[config.mk]
export PLATFORM = sky130hd
export DESIGN_NAME = posit_normalize_accum_pipe
export DESIGN_NICKNAME = d
export VERILOG_FILES = /design/src/rtl/posit_defines.sv /design/src/rtl/shift_right.sv /design/src/rtl/posit_normalize_accum_pipe.sv
export SDC_FILE = /design/constraint.sdc
export NUM_CORES = 1
export LEC_CHECK = 0
export ABC_CLOCK_PERIOD_IN_PS = 12100
export CAP_MARGIN = 20
export CORE_ASPECT_RATIO = 1.75
export CORE_MARGIN = 2
export CORE_UTILIZATION = 45
export DETAILED_ROUTE_END_ITERATION = 10
export GPL_ROUTABILITY_DRIVEN = 0
export PLACE_DENSITY = 0.69
export SLEW_MARGIN = 10
export SYNTH_ARGS = -nofsm -noshare
export SYNTH_HDL_FRONTEND = slang
export SYNTH_SLANG_ARGS = --single-unit
[constraint.sdc]
create_clock -name clk -period 12.1 [get_ports clk]
set_input_delay 2.42 -clock clk [delete_from_list [all_inputs] [get_ports clk]]
set_output_delay 2.42 -clock clk [all_outputs]
set_load 0.01 [all_outputs]
[src/rtl/posit_defines.sv]
// posit_defines: rounding-mode type and posit special-value constants shared by the posit datapath.
// Constants are produced 64 bits wide; callers size-cast them to their posit width (<= 64 bits).
package posit_defines;

    typedef enum logic {
        RND_RNE   = 1'b0,
        RND_TRUNC = 1'b1
    } rnd_mode_e;

    // Largest finite posit: 0 followed by n-1 ones.
    function automatic logic [63:0] posit_maxpos(input int n);
        return (64'd1 << (n - 1)) - 64'd1;
    endfunction

    // Smallest positive posit: only the LSB set.
    function automatic logic [63:0] posit_minpos(input int n);
        return (n > 0) ? 64'd1 : 64'd0;
    endfunction

    // Not-a-Real: 1 followed by n-1 zeros.
    function automatic logic [63:0] posit_nar(input int n);
        return 64'd1 << (n - 1);
    endfunction

endpackage

[src/rtl/shift_right.sv]
// shift_right: logical right shift of a W-bit word, vacated MSBs filled with fill_i.
// Ports: data_i word in, fill_i bit shifted in from the top, shamt_i shift distance, data_o shifted word.
module shift_right #(
    parameter int W   = 8,
    parameter int SHW = 3
) (
    input  logic [W-1:0]   data_i,
    input  logic           fill_i,
    input  logic [SHW-1:0] shamt_i,
    output logic [W-1:0]   data_o
);
    // Prepending the fill bit as a sign makes an arithmetic shift replicate it.
    always_comb data_o = W'($signed({fill_i, data_i}) >>> shamt_i);
endmodule

[src/rtl/posit_normalize_accum_pipe.sv]
// posit_normalize_accum_pipe: 3-stage pipeline encoding a normalized (sign, scale, fraction) value as a posit.
// Ports: clk/reset (async, active-high); in_* input beat with in_valid/in_ready handshake;
//        rnd_mode 0 = round-nearest-even, 1 = truncate; out_valid/out_ready output handshake;
//        result encoded posit, out_inf NaR flag, out_zero zero flag.
module posit_normalize_accum_pipe
    import posit_defines::*;
#(
    parameter int NBITS = 32,
    parameter int ES    = 3,
    parameter int FBITS = 252,
    parameter int SW    = 10
) (
    input  logic                 clk,
    input  logic                 reset,
    input  logic                 in_valid,
    output logic                 in_ready,
    input  logic                 in_sgn,
    input  logic signed [SW-1:0] in_scale,
    input  logic [FBITS-1:0]     in_fraction,
    input  logic                 in_truncated,
    input  logic                 in_inf,
    input  logic                 in_zero,
    input  logic                 rnd_mode,
    output logic                 out_valid,
    input  logic                 out_ready,
    output logic [NBITS-1:0]     result,
    output logic                 out_inf,
    output logic                 out_zero
);
    localparam int SHW = $clog2(NBITS);
    // NBITS zero pad bits at the bottom keep every shifted-out bit inside the word for the sticky OR.
    localparam int L   = 2 + ES + FBITS + NBITS;
    localparam logic [NBITS-1:0] MAXPOS = NBITS'(posit_maxpos(NBITS));
    localparam logic [NBITS-1:0] MINPOS = NBITS'(posit_minpos(NBITS));
    localparam logic [NBITS-1:0] NAR    = NBITS'(posit_nar(NBITS));
    localparam logic signed [SW-1:0] SAT_HI = SW'((NBITS - 2) << ES);
    localparam logic signed [SW-1:0] SAT_LO = SW'(-((NBITS - 2) << ES));

    logic ld1, ld2, ld3;
    logic v1_q, v2_q, v3_q;
    assign ld3       = ~v3_q | out_ready;
    assign ld2       = ~v2_q | ld3;
    assign ld1       = ~v1_q | ld2;
    assign in_ready  = ld1;
    assign out_valid = v3_q;

    // S1: regime run length and saturation
    logic signed [SW-1:0] k;
    logic [SHW-1:0]   s1_sh_d, s1_sh_q;
    logic             s1_hi_d, s1_lo_d, s1_hi_q, s1_lo_q, s1_neg_q;
    logic             s1_sgn_q, s1_trunc_q, s1_inf_q, s1_zero_q;
    rnd_mode_e        s1_rnd_q;
    logic [ES-1:0]    s1_e_q;
    logic [FBITS-1:0] s1_frac_q;
    always_comb begin
        k       = in_scale >>> ES;
        // Shift past the two seed regime bits: k for positive regimes, -k-1 (= ~k) for negative ones.
        s1_sh_d = SHW'(k[SW-1] ? ~k : k);
        s1_hi_d = in_scale >= SAT_HI;
        s1_lo_d = in_scale < SAT_LO;
    end

    // S2: build the regime by shifting a two-bit seed with the regime fill bit
    logic [L-1:0]     s2_x, s2_xs;
    logic [NBITS-1:0] s2_mag_d, s2_mag_q;
    logic             s2_ba_d, s2_st_d, s2_ba_q, s2_st_q;
    logic             s2_hi_q, s2_lo_q, s2_sgn_q, s2_inf_q, s2_zero_q;
    rnd_mode_e        s2_rnd_q;
    assign s2_x = {~s1_neg_q, s1_neg_q, s1_e_q, s1_frac_q, {NBITS{1'b0}}};
    shift_right #(.W(L), .SHW(SHW)) u_regime (
        .data_i (s2_x),
        .fill_i (~s1_neg_q),
        .shamt_i(s1_sh_q),
        .data_o (s2_xs)
    );
    always_comb begin
        s2_mag_d = {1'b0, s2_xs[L-1 -: NBITS-1]};
        s2_ba_d  = s2_xs[L-NBITS];
        s2_st_d  = (|s2_xs[L-NBITS-1:0]) | s1_trunc_q;
    end

    // S3: rounding, sign, specials
    logic             inc;
    logic [NBITS-1:0] mag, res_d, res_q;
    logic             inf_q, zero_q;
    always_comb begin
        inc   = (s2_rnd_q == RND_RNE) & s2_ba_q & (s2_st_q | s2_mag_q[0]) & (s2_mag_q != MAXPOS);
        mag   = s2_hi_q ? MAXPOS : s2_lo_q ? MINPOS : s2_mag_q + NBITS'(inc);
        res_d = s2_inf_q ? NAR : s2_zero_q ? '0 : s2_sgn_q ? -mag : mag;
    end
    assign result   = res_q;
    assign out_inf  = inf_q;
    assign out_zero = zero_q;

    always_ff @(posedge clk or posedge reset) begin
        if (reset) begin
            v1_q       <= 1'b0;
            v2_q       <= 1'b0;
            v3_q       <= 1'b0;
            s1_sh_q    <= '0;
            s1_hi_q    <= 1'b0;
            s1_lo_q    <= 1'b0;
            s1_neg_q   <= 1'b0;
            s1_sgn_q   <= 1'b0;
            s1_trunc_q <= 1'b0;
            s1_inf_q   <= 1'b0;
            s1_zero_q  <= 1'b0;
            s1_rnd_q   <= RND_RNE;
            s1_e_q     <= '0;
            s1_frac_q  <= '0;
            s2_mag_q   <= '0;
            s2_ba_q    <= 1'b0;
            s2_st_q    <= 1'b0;
            s2_hi_q    <= 1'b0;
            s2_lo_q    <= 1'b0;
            s2_sgn_q   <= 1'b0;
            s2_inf_q   <= 1'b0;
            s2_zero_q  <= 1'b0;
            s2_rnd_q   <= RND_RNE;
            res_q      <= '0;
            inf_q      <= 1'b0;
            zero_q     <= 1'b0;
        end else begin
            if (ld1) begin
                v1_q       <= in_valid;
                s1_sh_q    <= s1_sh_d;
                s1_hi_q    <= s1_hi_d;
                s1_lo_q    <= s1_lo_d;
                s1_neg_q   <= in_scale[SW-1];
                s1_sgn_q   <= in_sgn;
                s1_trunc_q <= in_truncated;
                s1_inf_q   <= in_inf;
                s1_zero_q  <= in_zero;
                s1_rnd_q   <= rnd_mode_e'(rnd_mode);
                s1_e_q     <= in_scale[ES-1:0];
                s1_frac_q  <= in_fraction;
            end
            if (ld2) begin
                v2_q      <= v1_q;
                s2_mag_q  <= s2_mag_d;
                s2_ba_q   <= s2_ba_d;
                s2_st_q   <= s2_st_d;
                s2_hi_q   <= s1_hi_q;
                s2_lo_q   <= s1_lo_q;
                s2_sgn_q  <= s1_sgn_q;
                s2_inf_q  <= s1_inf_q;
                s2_zero_q <= s1_zero_q;
                s2_rnd_q  <= s1_rnd_q;
            end
            if (ld3) begin
                v3_q   <= v2_q;
                res_q  <= res_d;
                inf_q  <= s2_inf_q;
                zero_q <= ~s2_inf_q & s2_zero_q;
            end
        end
    end
endmodule

==> run metrics, run 1 <==
Worst Tran Pin Value=1.236 ns; synthesized cell area=20,860 µm²; unrepaired setup endpoints after global routing=no; worst path arrival time=5.24 ns; post-route ant nets=0; Post-Route M1 WL=23.12 mm; DR top layer=met4; Die Width=166.7 µm; slowest cell on the critical path=and3_4; most common cell in the netlist=nand2_1; top_reg_cell synth=dfrtp_1; layout cell share with drive strength beyond 1=0.07094; sequential fraction of the synthesis area=0.4128; CP startpoint kind=input port; Root Driver=clkbuf_16; WS Path Type=input port to output port; Slew HR=0.1741; origin of the worst setup path=out_ready; gr usage total=0.2738; Post-synth ARST share=1.000; Routed wire per std cell=20.06 µm; Vias/cell=5.854; Met3 Wirelength=3.525 mm; Peak supply drop=0.1575 mV; number of synthesized register bits=344; Static Leak=10.94 nW; number of enable flip-flop cells after synthesis=0; final worst setup slack=4.437 ns; final worst path period share=0.6333; storage element area=8620 µm²; ranking of synthesized cells by area=dfrtp_1 41%, nand2_1 17%, mux2i_1 3.1%, nor2_1 2.9%, a21oi_1 2.8%; crit end category=output port; routed wire length=68.02 mm; list of most frequent post-synthesis cells=920 x nand2_1, 344 x dfrtp_1, 159 x nor2_1, 116 x a21oi_1, 110 x clkbuf_1; Sink Count=344; min Tclk post-route=7.663 ns; Die Y=288.8 µm; Starting Density=0.4540; Fin. Hold Viols=0; Synth Instances=2,589; mean area per synthesized cell=8.055 µm²; IO buf count=306; post-CTS resize count=0; Synth-to-Final Area Change=21.23%; Max FO, Critical Path=92; DIE AREA=48,150 µm²; Hold WS=0.4662 ns; most frequent CP cell=clkdlybuf4s50_1; final global-route overflow total=0; setup bufs post-CTS=0; initial antenna violation count=3; CTS HTree Levels=2; cell taking the most area after synthesis=dfrtp_1; DRT Pass-1 Iters=9; Final Slew Violations=0; # rows=104; fill cell count=4,305; top cell type's share of synthesized area=0.4128; CTS Buf Count=36; pre-CTS setup slack=4.367 ns; Yosys cell types=96; DRC viols=0; pwr dens=151.9 nW/µm²; core area=45,930 µm²; critical-path cell list=clkdlybuf4s50_1, nor2b_2, buf_4, and3_4, inv_8, clkdlybuf4s50_1; Placement Cell Area=24,050 µm²; Hold WC Path Type=flip-flop to flip-flop; largest net degree at the start of global routing=172; fmax=130.5 MHz; hold_sp=s1_frac_q[159]; vias in the first global route=19,780; area occupied by multi-input gates=11,330 µm²; hold_buf cts=0; outcome=complete, no violations; Critical Path RT=9.68 ns; setup TNS=0 ns; CTS tree=built; Finished Cell Area=25,280 µm²; DRT iter0 DRCs=1,623; syn_nets=2,863; # setup viols final=0; clock buffer depth=3; total number of vias=19,850; half-perimeter wire length after placement=50.11 mm; Worst path max stage delay=0.92 ns; max-cap viol count=0; Worst-path clk slew=0.06 ns; reg-to-reg slack, setup=6.85 ns; Buf/Inv on CP=4; met2 routed WL=35.74 mm; Crit Reg-Reg Startpoint=s2_mag_q[20]; Synth Warn #=0; Clk Latency, worst-skew pair=0.55 ns; Ports=307; final clock skew=0.01955 ns; Layout Nets=3,054; Crit path max-delay family=buffers and inverters; global-route wire length before repair=104.2 mm
layer usage:
layer,vias up,global-route usage
met5,-,0
met3,281,0.03495
li1,9340,-
met4,0,0.2131
met2,848,0.5077
met1,9383,0.2771
cell families after synthesis:
kind of cell | synth area share
simple gates | 0.2943
buf+inv | 0.04470
compound gates | 0.1444
fa+ha+maj | 0.002280
flops | 0.4128
mux | 0.07931
xor+xnor | 0.02226
stage by stage:
| stage | util | total power, mW | std cells |
|---|---|---|---|
| after global placement | 0.5235 | 2.686 | 3322 |
| final | 0.5504 | 3.841 | 3391 |
| after detailed placement | 0.5235 | 2.725 | 3322 |
| after CTS | 0.5491 | 3.843 | 3385 |
| after global routing | 0.5504 | 4.039 | 3391 |
| after floorplan | - | 2.301 | 2589 |
power by group:
group / internal (mW) / switching (mW)
Sequential: 1.31 / 0.222
Clock: 0.639 / 0.475
Combinational: 0.520 / 0.670
layout make-up:
class | instances | share of cell area
diodes | 3 | 0.0002969
clock buffers | 50 | 0.04211
clock inverters | 13 | 0.004355
inverters | 22 | 0.003860
multi-input cells | 2043 | 0.4483
flip-flops and latches | 344 | 0.3409
well taps | 583 | 0.02885
repair buffers | 333 | 0.1313
sequential cells by signal, summed over array words and instances (netlist names), 3 cells and up:
| signal | cells |
|---|---|
| s1_e_q | 3 |
| s1_frac_q | 252 |
| s2_mag_q | 31 |
| result | 32 |
| s1_sh_q | 5 |
worst min-delay path, cell delays in order, from the launching register on:
cell     delay, ns
dfrtp_1       0.34
nand2_1       0.05
nand2_1       0.05
cells in the final DEF, fill, tap and decap left out, types with 9 or more instances in the layout:
cell type,netlist,routed
a31oi_1,17,17
nand2b_1,19,19
o31a_1,9,9
a211oi_1,25,25
clkbuf_16,0,37
nor2b_1,19,18
a21oi_1,116,116
inv_1,20,19
nand3_1,41,41
nor3_1,58,58
dfrtp_1,344,341
mux4_2,22,22
xnor2_1,29,28
o22ai_1,21,21
nor3b_1,12,12
or2_2,10,10
o211ai_1,23,23
clkdlybuf4s50_1,0,306
o31ai_1,24,24
or4_1,13,13
nand2_1,920,919
mux2i_1,64,64
xor2_1,24,24
a32oi_1,9,9
or3_1,34,34
o21a_1,13,13
o21ai_0,100,100
mux2_2,46,46
buf_4,13,22
nor4_1,47,47
clkbuf_8,3,9
a22oi_1,15,15
nor2_1,159,159
nand4_1,13,13
final timing paths:
kind,endpoint,cells past startpoint
worst min-delay path,s1_frac_q[159],2
worst min register to register,s1_frac_q[159],2
worst max-delay path,in_ready,6
worst max register to register,result[29],16
min in group asynchronous,out_inf,2
max in group asynchronous,s1_frac_q[127],4
Power figures use the tool's default switching activity.
==> run 2, diff against run 1 <==
--- a/config.mk
+++ b/config.mk
@@ -5,14 +5,14 @@
 export SDC_FILE = /design/constraint.sdc
 export NUM_CORES = 1
 export LEC_CHECK = 0
-export ABC_CLOCK_PERIOD_IN_PS = 12100
+export ABC_CLOCK_PERIOD_IN_PS = 7100
 export CAP_MARGIN = 20
 export CORE_ASPECT_RATIO = 1.75
 export CORE_MARGIN = 2
 export CORE_UTILIZATION = 45
 export DETAILED_ROUTE_END_ITERATION = 10
 export GPL_ROUTABILITY_DRIVEN = 0
-export PLACE_DENSITY = 0.69
+export PLACE_DENSITY = 0.66
 export SLEW_MARGIN = 10
 export SYNTH_ARGS = -nofsm -noshare
 export SYNTH_HDL_FRONTEND = slang
==> constraint.sdc (replaced) <==
create_clock -name clk -period 7.1 [get_ports clk]
set_input_delay 1.42 -clock clk [delete_from_list [all_inputs] [get_ports clk]]
set_output_delay 1.42 -clock clk [all_outputs]
set_load 0.01 [all_outputs]
==> run metrics, run 2 (synthesized netlist as in run 1, its figures left out) <==
Crit Reg-Reg Startpoint=s2_mag_q[20]; worst r2r dst=result[29]; Worst-path clk slew=0.06 ns (about the same); CTS tree=built; CP startpoint kind=flip-flop; final global-route overflow total=0 (unchanged); reg-to-reg slack, setup=1.78 ns (-5.07 ns); critical-path cell list=nand4_1, nor2_1, and4_1, nand3_1, nor4b_1, nor4b_1, ha_1, nand3_1, nor2_1, xnor2_1, nand4_1, nor4_2, nand4_1, o31ai_1, xor2_1, o21ai_1; Static Leak=10.90 nW (-0.35%); setup TNS=0 ns (unchanged); CTS HTree Levels=2 (unchanged); Pwr Total=6.468 mW (+68%); outcome=complete, no violations; GR met2 Demand/Resource=0.5329 (+0.02510); Largest register FFs=252 (unchanged); setup bufs post-CTS=0 (unchanged); core area=45,930 µm² (unchanged); min Tclk post-route=5.316 ns; Final Util=0.5487 (-0.001688); clock buffer depth=3 (unchanged); Placement Cell Area=24,100 µm² (+0.22%); post-CTS resize count=0 (unchanged); IO buf count=306 (unchanged); Fin. Hold Viols=0 (unchanged); Starting Density=0.4540 (unchanged); Max FO, Critical Path=11 (-88%); Layout Nets=3,057 (+0.098%); post-route ant nets=0 (unchanged); Die Y=288.8 µm (unchanged); origin of the worst setup path=s2_mag_q[20]; worst path arrival time=5.70 ns (+0.46 ns); global-route wire length before repair=107.8 mm (+3.5%); max-cap viol count=0 (unchanged); fmax=188.1 MHz; Root Driver=clkbuf_16; layout cell share with drive strength beyond 1=0.06812 (-0.002828); DIE AREA=48,150 µm² (unchanged); Vias/cell=5.847 (-0.12%); grt met1 use=0.2852 (+0.008168); total number of vias=19,810 (-0.24%); pwr dens=256.6 nW/µm² (+69%); vias in the first global route=20,320 (+2.7%); largest net degree at the start of global routing=245 (+42%); final clock skew=0.01768 ns (-0.001873 ns); Buf/Inv on CP=0 (-4); most frequent CP cell=nand4_1; half-perimeter wire length after placement=51.51 mm (+2.8%); Finished Cell Area=25,210 µm² (-0.31%); DRT Pass-1 Iters=5 (-4); Synth-to-Final Area Change=20.86%; Clk Latency, worst-skew pair=0.54 ns (about the same); Antenna diodes=0 (-3); Final Slew Violations=0 (unchanged); unrepaired setup endpoints after global routing=no; end of the critical path=result[29]; Most Crowded Layer GR=met2; # setup viols final=0 (unchanged); Crit path max-delay family=simple AND/OR/NAND/NOR gates; Peak supply drop=0.2270 mV (+44%); commonest non-fill, non-tap cell in the layout=nand2_1; commonest cells after routing, fill and taps aside=919 x nand2_1, 341 x dfrtp_1, 306 x clkdlybuf4s50_1; final non-filler cell total=3,387 (-0.12%); path depth of the worst reg2reg path=16 (unchanged); Sink Count=344 (unchanged); Slew HR=0.2219 (+0.04782); DRC viols=0 (unchanged); routed wire length=69.48 mm (+2.2%); CTS Buf Count=35 (-2.8%); Critical Path RT=7.48 ns (-2.20 ns); slowest cell on the critical path=nor2_1; dpl cells=3,328 (+0.18%); DRT iter0 DRCs=1,436 (-12%); gr usage total=0.2826 (+0.008764); Biggest register=s1_frac_q; final worst path period share=0.7487; # rows=104 (unchanged); Ports=307 (unchanged); Die Width=166.7 µm (unchanged); Worst path max stage delay=0.72 ns (-0.20 ns); WS Path Type=flip-flop to flip-flop; Routed wire per std cell=20.51 µm (+2.3%); WP depth=16 (+10); initial antenna violation count=0 (-3); hold_buf cts=0 (unchanged); met3 global-route usage=0.03549 (+0.0005482); crit end category=flip-flop; Hold WC Path Type=flip-flop to flip-flop; Worst Tran Pin Value=1.167 ns (-0.06862 ns)
[run 2: cell types whose count changed in the layout (fill, tap and decap cells not counted), moves of 3 or more]
cell / change
clkinv_2: -4
clkbuf_1: +7
buf_4: +5
diode_2: -3
[run 2: layer usage]
metal	vias up	part of all wire
met5	-	0
li1	9334	-
met2	758	0.53
met1	9446	0.34
met3	267	0.045
met4	0	0.077
[run 2: worst min-delay path, cell delays in order, from the launching register on]
cell	delay [ns]
dfrtp_1	0.34
nand2_1	0.05
nand2_1	0.05
[run 2: how the worst min path moves through the flow]
stage,startpoint,end,depth (start not counted)
after detailed placement,s1_frac_q[99],s1_frac_q[99],2
final,s1_frac_q[159],s1_frac_q[159],2
after global placement,s1_frac_q[159],s1_frac_q[159],2
after floorplan,v1_q,v2_q,1
after CTS,s1_frac_q[159],s1_frac_q[159],2
after global routing,s1_frac_q[167],s1_frac_q[167],2
[run 2: final cells by class]
cell class	count	area [µm²]
Tap cell	583	729.5
Clock buffer	55	1064
Timing Repair Buffer	337	3346
Fill cell	4255	20730
Inverter	22	93.84
Multi-Input combinational cell	2043	11330
Clock inverter	3	21.27
Sequential cell	344	8620
[run 2: through the flow]
step | setup WS, ns | hold slack [ns]
5_1_grt | 1.370 | 0.5057
4_1_cts | 1.770 | 0.4711
3_3_place_gp | 1.888 | 0.4436
6_report | 1.784 | 0.4697
2_1_floorplan | 1.078 | 0.4258
3_5_place_dp | 1.780 | 0.4568
[run 2: where the power goes]
| part | internal [mW] | total [mW] | switching [mW] |
|---|---|---|---|
| combinational | 0.886 | 2.03 | 1.14 |
| sequential | 2.24 | 2.63 | 0.391 |
| clock | 1.03 | 1.81 | 0.781 |
==> run 3, diff against run 2 <==
--- a/config.mk
+++ b/config.mk
@@ -5,7 +5,7 @@
 export SDC_FILE = /design/constraint.sdc
 export NUM_CORES = 1
 export LEC_CHECK = 0
-export ABC_CLOCK_PERIOD_IN_PS = 7100
+export ABC_CLOCK_PERIOD_IN_PS = 5300
 export CAP_MARGIN = 20
 export CORE_ASPECT_RATIO = 1.75
 export CORE_MARGIN = 2
==> constraint.sdc (replaced) <==
create_clock -name clk -period 5.3 [get_ports clk]
set_input_delay 1.06 -clock clk [delete_from_list [all_inputs] [get_ports clk]]
set_output_delay 1.06 -clock clk [all_outputs]
set_load 0.01 [all_outputs]
==> run metrics, run 3 (synthesized netlist as in run 1, its figures left out) <==
outcome=complete, no violations; Max FO, Critical Path=10 (-1); final worst path period share=0.9227 (+0.1740); DRT iter0 DRCs=1,559 (+8.6%); Antenna diodes=0 (unchanged); Root Driver=clkbuf_16; Slew HR=0.06411 (-0.1578); initial antenna violation count=0 (unchanged); CTS tree=built; final clock skew=0.01659 ns (-0.001087 ns); # setup viols final=0 (unchanged); Final Slew Violations=0 (unchanged); Worst Tran Pin Value=1.404 ns (+0.2367 ns); Peak supply drop=0.3191 mV (+41%); Largest register FFs=252 (unchanged); unrepaired setup endpoints after global routing=no; setup bufs post-CTS=0 (unchanged); IO buf count=306 (unchanged); Vias/cell=5.833 (-0.24%); Static Leak=11.02 nW (+1.2%); total number of vias=19,850 (+0.20%); crit end category=flip-flop; Fin. Hold Viols=0 (unchanged); grt met1 use=0.2958 (+0.01051); setup TNS=0 ns (unchanged); Most Crowded Layer GR=met2; routed wire length=69.55 mm (about the same); Hold WC Path Type=flip-flop to flip-flop; Worst-path clk slew=0.06 ns (about the same); clock buffer depth=3 (unchanged); vias in the first global route=19,950 (-1.8%); Biggest register=s1_frac_q; Pwr Total=8.889 mW (+37%); min Tclk post-route=4.890 ns (-0.4256 ns); commonest cells after routing, fill and taps aside=919 x nand2_1, 341 x dfrtp_1, 306 x clkdlybuf4s50_1; Critical Path RT=5.72 ns (-1.76 ns); global-route wire length before repair=108.4 mm (+0.54%); DIE AREA=48,150 µm² (unchanged); Starting Density=0.4540 (unchanged); DRT Pass-1 Iters=6 (+1); post-route ant nets=0 (unchanged); WS Path Type=flip-flop to flip-flop; met3 global-route usage=0.03056 (-0.004934); commonest non-fill, non-tap cell in the layout=nand2_1; core area=45,930 µm² (unchanged); pwr dens=349.1 nW/µm² (+36%); CTS Buf Count=35 (unchanged); Clk Latency, worst-skew pair=0.54 ns (about the same); half-perimeter wire length after placement=51.96 mm (+0.89%); GR met2 Demand/Resource=0.5302 (-0.002686); post-CTS resize count=0 (unchanged); Routed wire per std cell=20.44 µm (-0.35%); fmax=204.5 MHz (+8.7%); Die Y=288.8 µm (unchanged); Synth-to-Final Area Change=22.10%; Sink Count=344 (unchanged); layout cell share with drive strength beyond 1=0.07591 (+0.007796); hold_buf cts=0 (unchanged); final global-route overflow total=0 (unchanged); Layout Nets=3,071 (+0.46%); largest net degree at the start of global routing=237 (-3.3%); worst path arrival time=5.31 ns (-0.39 ns); Die Width=166.7 µm (unchanged); CTS HTree Levels=2 (unchanged); gr usage total=0.2845 (+0.001955); CP startpoint kind=flip-flop; # rows=104 (unchanged); fill cell count=4,302 (+1.1%); DRC viols=0 (unchanged); max-cap viol count=0 (unchanged); Ports=307 (unchanged)
run 3: cell types whose count changed in the layout (fill, tap and decap cells not counted), moves of 2 or more:
cell,delta
clkinvlp_4,+3
clkbuf_8,-2
clkinv_2,+2
clkbuf_1,-7
buf_4,+12
bufinv_16,+4
run 3: power by group:
group          internal (mW)  total, mW  switching, mW
combinational           1.21       2.76           1.55
clock                   1.54       2.62           1.08
sequential              3.00       3.52          0.516
run 3: area by class of cell:
| class | instances | area (µm²) | share of cell area |
|---|---|---|---|
| Inverter | 22 | 93.84 | 0.003685 |
| Sequential cell | 344 | 8620 | 0.3385 |
| Tap cell | 583 | 729.5 | 0.02865 |
| Clock inverter | 13 | 180.2 | 0.007076 |
| Clock buffer | 46 | 1010 | 0.03965 |
| Timing Repair Buffer | 351 | 3483 | 0.1368 |
| Multi-Input combinational cell | 2043 | 11350 | 0.4456 |
run 3: metrics by stage:
stage | utilization | hold slack [ns] | instances | area (µm²) | setup slack (ns)
2_1_floorplan | - | 0.4258 | 2589 | 20860 | -0.3625
6_report | 0.5543 | 0.4679 | 3402 | 25460 | 0.4099
5_1_grt | 0.5543 | 0.4862 | 3402 | 25460 | 0.07659
4_1_cts | 0.5534 | 0.4670 | 3401 | 25420 | 0.3762
3_5_place_dp | 0.5275 | 0.4531 | 3342 | 24230 | 0.3902
3_3_place_gp | 0.5275 | 0.4432 | 3342 | 24230 | 0.5465
run 3: final timing paths:
kind                                      from              to  slack, ns  cells past startpoint
worst max-delay path              s2_mag_q[20]      result[31]       0.41                     18
worst min-delay path            s1_frac_q[159]  s1_frac_q[159]       0.47                      2
worst max register to register    s2_mag_q[20]      result[31]       0.41                     18
worst min register to register  s1_frac_q[159]  s1_frac_q[159]       0.47                      2
max in group asynchronous                reset        s1_inf_q       3.27                      3
min in group asynchronous                reset        s2_sgn_q       1.06                      2
run 3: per-layer routing:
layer	part of all wire	wire, µm
met3	0.049	3395
met4	0.080	5588
met2	0.53	36540
met5	0	0
met1	0.35	24030
run 3: worst max-delay path: stages (launching register included):
cell and delay (ns):
dfrtp_1 0.50, nand4_1 0.23, nor2_1 0.26, and4_1 0.25, nand3_1 0.26, nor4b_2 0.30, nor4b_1 0.08, buf_4 0.15
ha_1 0.23, nand3_1 0.14, nor2_1 0.16, buf_4 0.23, a311oi_1 0.32, o311ai_0 0.29, or3_4 0.49, or3_4 0.42
o31ai_4 0.19, mux2i_1 0.20, nand2_1 0.06
